## src/rtl/rs15_9_pkg.sv

```systemverilog
// Shared RS(15,9) definitions over GF(16) with field polynomial x^4+x+1.
package rs15_9_pkg;
   localparam int WORD_WIDTH = 4;
   localparam int N_NUM      = 15;
   localparam int K_NUM      = 9;
   localparam int N_SYND     = N_NUM - K_NUM;
   localparam int CW_WIDTH   = N_NUM * WORD_WIDTH;

   localparam logic [WORD_WIDTH-1:0] ALPHA_1 = 4'h2;
   localparam logic [WORD_WIDTH-1:0] ALPHA_2 = 4'h4;
   localparam logic [WORD_WIDTH-1:0] ALPHA_3 = 4'h8;
   localparam logic [WORD_WIDTH-1:0] ALPHA_4 = 4'h3;
   localparam logic [WORD_WIDTH-1:0] ALPHA_5 = 4'h6;
   localparam logic [WORD_WIDTH-1:0] ALPHA_6 = 4'hC;

   // Generator coefficients g5..g0 (a^10, a^14, a^4, a^6, a^9, a^6), shared with the encoder.
   localparam logic [WORD_WIDTH-1:0] GEN_COEF [0:5] = '{4'h7, 4'h9, 4'h3, 4'hC, 4'hA, 4'hC};

   // Root a^j used by syndrome cell j.
   function automatic logic [WORD_WIDTH-1:0] root_of(input int j);
      case (j)
         1:       root_of = ALPHA_1;
         2:       root_of = ALPHA_2;
         3:       root_of = ALPHA_3;
         4:       root_of = ALPHA_4;
         5:       root_of = ALPHA_5;
         6:       root_of = ALPHA_6;
         default: root_of = 4'h1;
      endcase
   endfunction
endpackage

```

## src/rtl/gf16_add.sv

```systemverilog
// GF(16) adder: bitwise XOR.
module gf16_add (
   input  logic [3:0] i_a,
   input  logic [3:0] i_b,
   output logic [3:0] o_s
);
   assign o_s = i_a ^ i_b;
endmodule

```

## src/rtl/gf16_mul.sv

```systemverilog
// General GF(16) multiplier, x^4+x+1, shift-and-add with reduction.
module gf16_mul (
   input  logic [3:0] i_a,
   input  logic [3:0] i_b,
   output logic [3:0] o_p
);
   logic [3:0] w_sh;

   // Accumulate a*x^i for each set bit of b, reducing x^4 -> x+1 as we shift.
   always_comb begin
      o_p  = 4'h0;
      w_sh = i_a;
      for (int i = 0; i < 4; i++) begin
         if (i_b[i]) o_p = o_p ^ w_sh;
         w_sh = {w_sh[2:0], 1'b0} ^ (w_sh[3] ? 4'h3 : 4'h0);
      end
   end
endmodule

```

## src/rtl/rs_synd_cell.sv

```systemverilog
// One Horner accumulator: S <= S*ROOT + sym while enabled, cleared on start.
module rs_synd_cell
   import rs15_9_pkg::*;
#(
   parameter logic [WORD_WIDTH-1:0] ROOT = 4'h2
) (
   input  logic                  clk,
   input  logic                  rst_n,
   input  logic                  clr,
   input  logic                  en,
   input  logic [WORD_WIDTH-1:0] sym,
   output logic [WORD_WIDTH-1:0] S,
   output logic [WORD_WIDTH-1:0] s_next
);
   logic [WORD_WIDTH-1:0] w_prod;
   logic [WORD_WIDTH-1:0] w_sum;

   gf16_mul u_mul (.i_a(S), .i_b(ROOT), .o_p(w_prod));
   gf16_add u_add (.i_a(w_prod), .i_b(sym), .o_s(w_sum));

   // Value S takes on the next edge; the top uses it to form the error flag in step with the result.
   assign s_next = clr ? '0 : (en ? w_sum : S);

   // Accumulator register; holds when idle so the result stays stable.
   always_ff @(posedge clk or negedge rst_n) begin
      if (!rst_n) S <= '0;
      else        S <= s_next;
   end
endmodule

```

## src/rtl/rs_syndrome.sv

```systemverilog
// RS(15,9) syndrome calculator: evaluates the codeword at a^1..a^6 over 15 symbol cycles.
module rs_syndrome
   import rs15_9_pkg::*;
(
   input  logic                           clk,
   input  logic                           rst_n,
   input  logic                           data_en,
   input  logic [CW_WIDTH-1:0]            codein,
   output logic                           busy,
   output logic                           synd_rdy,
   output logic [N_SYND*WORD_WIDTH-1:0]   syndromes,
   output logic                           err_flag
);
   localparam logic [3:0] CNT_LOAD = 4'(N_NUM);

   logic                         r_data_en_reg;
   logic                         r_armed;
   logic [3:0]                   r_cnt;
   logic [CW_WIDTH-1:0]          r_shift;
   logic                         r_busy;
   logic                         r_synd_rdy;
   logic                         r_err;
   logic                         w_start;
   logic                         w_run;
   logic [N_SYND*WORD_WIDTH-1:0] w_s_nxt;

   // r_armed records that data_en has been seen low since reset, so a level
   // already high at reset release is not mistaken for a rising edge.
   assign w_start = data_en & ~r_data_en_reg & r_armed & ~r_busy;
   assign w_run   = (r_cnt != 4'd0);

   // Edge-detect history of data_en.
   always_ff @(posedge clk or negedge rst_n) begin
      if (!rst_n) begin
         r_data_en_reg <= 1'b0;
         r_armed       <= 1'b0;
      end else begin
         r_data_en_reg <= data_en;
         if (!data_en) r_armed <= 1'b1;
      end
   end

   // Symbol counter, shift register and ready/busy handshake.
   always_ff @(posedge clk or negedge rst_n) begin
      if (!rst_n) begin
         r_cnt      <= 4'd0;
         r_shift    <= '0;
         r_busy     <= 1'b0;
         r_synd_rdy <= 1'b0;
         r_err      <= 1'b0;
      end else if (w_start) begin
         r_shift    <= codein;
         r_cnt      <= CNT_LOAD;
         r_busy     <= 1'b1;
         r_synd_rdy <= 1'b0;
      end else if (w_run) begin
         r_shift <= {r_shift[CW_WIDTH-WORD_WIDTH-1:0], {WORD_WIDTH{1'b0}}};
         r_cnt   <= r_cnt - 4'd1;
         if (r_cnt == 4'd1) begin
            r_busy     <= 1'b0;
            r_synd_rdy <= 1'b1;
            r_err      <= |w_s_nxt;
         end
      end
   end

   for (genvar j = 1; j <= N_SYND; j++) begin : g_cell
      rs_synd_cell #(.ROOT(root_of(j))) u_cell (
         .clk    (clk),
         .rst_n  (rst_n),
         .clr    (w_start),
         .en     (w_run),
         .sym    (r_shift[CW_WIDTH-1 -: WORD_WIDTH]),
         .S      (syndromes[WORD_WIDTH*j-1 -: WORD_WIDTH]),
         .s_next (w_s_nxt[WORD_WIDTH*j-1 -: WORD_WIDTH])
      );
   end

   assign busy     = r_busy;
   assign synd_rdy = r_synd_rdy;
   assign err_flag = r_err;
endmodule

```

## config.mk

```make
export PLATFORM = sky130hd
export DESIGN_NAME = rs_syndrome
export DESIGN_NICKNAME = d
export VERILOG_FILES = /design/src/rtl/rs15_9_pkg.sv /design/src/rtl/gf16_add.sv /design/src/rtl/gf16_mul.sv /design/src/rtl/rs_synd_cell.sv /design/src/rtl/rs_syndrome.sv
export SDC_FILE = /design/constraint.sdc
export NUM_CORES = 1
export LEC_CHECK = 0
export CELL_PAD_IN_SITES_DETAIL_PLACEMENT = 0
export CELL_PAD_IN_SITES_GLOBAL_PLACEMENT = 1
export CORE_UTILIZATION = 39
export CTS_BUF_LIST = sky130_fd_sc_hd__clkbuf_16
export CTS_CLUSTER_DIAMETER = 50
export CTS_CLUSTER_SIZE = 40
export DETAILED_ROUTE_END_ITERATION = 7
export GPL_TIMING_DRIVEN = 0
export PLACE_DENSITY = 0.77
export SLEW_MARGIN = 30
export SYNTH_ARGS = -nofsm -noshare
export SYNTH_HDL_FRONTEND = slang
export SYNTH_SLANG_ARGS = --single-unit
```

## constraint.sdc

```tcl
create_clock -name clk -period 2.4 [get_ports clk]
set_clock_uncertainty 0.1 [all_clocks]
set_input_delay 0.72 -clock clk [delete_from_list [all_inputs] [get_ports clk]]
set_output_delay 0.72 -clock clk [all_outputs]
set_load 0.01 [all_outputs]
```

==> flow_summary.ini <==
[clock_network]
cts.path.max_buffers = 2
cts_setup_buffers = 0
insertion_delay_ns = 0.33
ctsHoldBuffers = 0
cts_tree = yes
cts.sinks = 93
clk_root_buffer_cell = clkbuf_16
clk_pin_slew_ns = 0.07
htreeDepth = 3
numCtsBuffers = 9

[floorplan]
core_sq_um = 11600
start_util = 0.409
die_area_sq_um = 12600
num_io_pins = 90
die_h_microns = 112
rows = 39
fp.dieW_microns = 112

[detailed_routing]
drt_iter0_drc = 250
wirelength_mm = 13.0
ant_nets = 0
drt-pass1-iter-count = 7
wl_per_cell_microns = 16.7
route.detailed.drc = 5
via_count = 4154
vias_per_cell = 5.36

[sta]
max_slew_margin = 0.591
fmax_ghz = 0.438
fin_ws_ns = 0.116
hold_viol = 0
setup_viol_count_final = 0
rsz0062_at_grt = no
finalSetupTns_ns = 0
maxSlewViolCount = 0
period_share = 0.952
period_minus_slack_ns = 2.28
tightest_slew_ns = 0.614

[logic_synthesis]
ys_seq_elements = 93
synth_fp_nets = 593
syn_inst = 528
synth-seq-area-share = 0.490
synthFlopType = dfrtp_1
synth_edf_count = 0
ys.warnings.count = 0
synth_cell_types = 49
netlist_area_sq_um = 4750
async_flop_share = 1.00
synth.avg_cell_area_sq_um = 8.99

[final_layout]
ff_latch_area_sq_um = 2330
final_core_util = 0.533
stdcell_count = 775
diodes = 0
largest_registers = r_shift x60, g_cell.u_cell.S x24, r_cnt x4
syn2layout_area_growth_pct = 30.5
nNetsFinal = 693
multi_input_comb_area_sq_um = 2220
largest_register_ffs = 60
mostFrequentLayoutCell = nand2_1
layout_common_cells = 119 x nand2_1, 93 x dfrtp_1, 88 x clkdlybuf4s50_1
fillCellCount = 1104
regMostFlops = r_shift
drive_above_1_share = 0.0775

[hold_path]
hp-class = primary input to asynchronous set/reset pin

[global_route]
grt_pass1_vias = 4055
grt_antenna_before_repair = 0
grt_overflow_total = 0
grt_start_max_net_pins = 69
grtUsageTotal = 0.214
grt_pass1_wl_mm = 21.2

[power_and_ir_drop]
p_leak_nw = 2.66
power.density_nw_per_um2 = 1380
power_w = 0.00855
ir_drop_mv = 0.534

[flow_run]
maxCapViolCount = 0

[worst_setup_path]
critPathLaunchType = flop
reg2reg_slack_ns = 0.12
crit_end = err_flag$_DFFE_PN0P_
critical_path.max_fanout = 10
crit_type = flop to flop
r2r_start = r_cnt[0]$_DFFE_PN0P_
cp-end-kind = flop
required_ns = 2.54
reg2reg_to = err_flag$_DFFE_PN0P_
cp.arrival_ns = 2.43
crit_start = r_cnt[0]$_DFFE_PN0P_
worst_r2r_path_depth = 8

[placement]
dp_slack_ns = -0.832
dp_cells = 761
place.gp.congestion = 0.833
port_buffers = 89
hpwl_mm = 9.22

[run_status]
violations = design-rule violations
status = complete, but fails checks
==> cell type report <==
| class | instances | area share |
|---|---|---|
| buffer | 43 | 0.0350 |
| clock buffer | 9 | 0.0364 |
| clock inverter | 6 | 0.0129 |
| inverter | 5 | 0.00303 |
| multi-input combinational | 386 | 0.359 |
| sequential | 93 | 0.376 |
| tap | 143 | 0.0289 |
| timing repair buffer | 90 | 0.149 |
==> logic make-up after synthesis <==
| logic type | after synthesis | synth area share |
|---|---|---|
| fa+ha+maj | 2 | 0.00527 |
| flops | 93 | 0.490 |
| mux | 2 | 0.00422 |
| buf+inv | 49 | 0.0488 |
| xor+xnor | 38 | 0.0849 |
| simple gates | 234 | 0.216 |
| compound gates | 110 | 0.151 |
==> per-stage QoR <==
| step | cell area [sq um] | hold WS (ns) |
|---|---|---|
| 6_report | 6190 | 0.139 |
| 5_1_grt | 6190 | 0.149 |
| 4_1_cts | 6170 | 0.144 |
| 3_5_place_dp | 5840 | 0.376 |
| 3_3_place_gp | 5820 | 0.365 |
| 2_1_floorplan | 4750 | 0.324 |
==> cells in the mapped netlist (all sizes together) (2+ instances only) <==
cell / count / area [sq um]
nor3: 4 / 20.0
nand2b: 4 / 25.0
buf: 23 / 134
nand3: 3 / 15.0
a22o: 4 / 35.0
inv: 5 / 18.8
clkbuf: 21 / 78.8
a311oi: 3 / 26.3
ha: 2 / 25.0
xnor2: 24 / 210
nor2: 74 / 280
nor3b: 3 / 22.5
o21ai: 10 / 50.1
mux2i: 2 / 20.0
xor2: 9 / 78.8
or3: 11 / 68.8
dfrtp: 93 / 2330
o2bb2ai: 3 / 26.3
a211oi: 6 / 45.0
xnor3: 4 / 90.1
a31oi: 58 / 363
nor4: 4 / 40.0
or3b: 2 / 17.5
nand2: 119 / 447
nor4b: 3 / 26.3
a21oi: 17 / 88.8
==> where the power goes <==
part           switching, W  internal, W  total [W]
sequential         0.000659      0.00232    0.00298
clock              0.000590     0.000899    0.00149
combinational       0.00201      0.00207    0.00408
total               0.00326      0.00529    0.00855
==> worst min-delay path by stage <==
stage,endpoint,slack (ns),cells past startpoint
floorplan,busy$_DFFE_PN0P_,0.32,0
global placement,r_armed$_DFFE_PN0N_,0.37,1
detailed placement,r_armed$_DFFE_PN0N_,0.38,1
CTS,g_cell[5].u_cell.S[3]$_DFF_PN0_,0.14,1
global route,g_cell[5].u_cell.S[3]$_DFF_PN0_,0.15,1
finish,g_cell[5].u_cell.S[1]$_DFF_PN0_,0.14,1
==> repair_timing <==
item / in CTS / in global routing
endpoints found under the setup margin: 72 / 72
cloned: 0 / 0
gates resized for setup: 6 / 8
pin swaps: 0 / 0
hold endpoints to repair: 0 / 0
==> critical path: stages (launching register included) <==
cell	delay [ns]
dfrtp_1	0.38
inv_1	0.15
ha_4	0.18
or3b_1	0.36
buf_6	0.15
buf_6	0.15
a311oi_1	0.42
o31ai_2	0.15
a31oi_1	0.16
==> metal layers <==
layer	global-route usage	wire [microns]	up-vias
met5	0	0	-
met4	0.0569	172	0
met3	0.0324	589	15
met2	0.338	6070	110
met1	0.307	6140	2014
li1	-	-	2015
(Power assumes the default switching activity.)
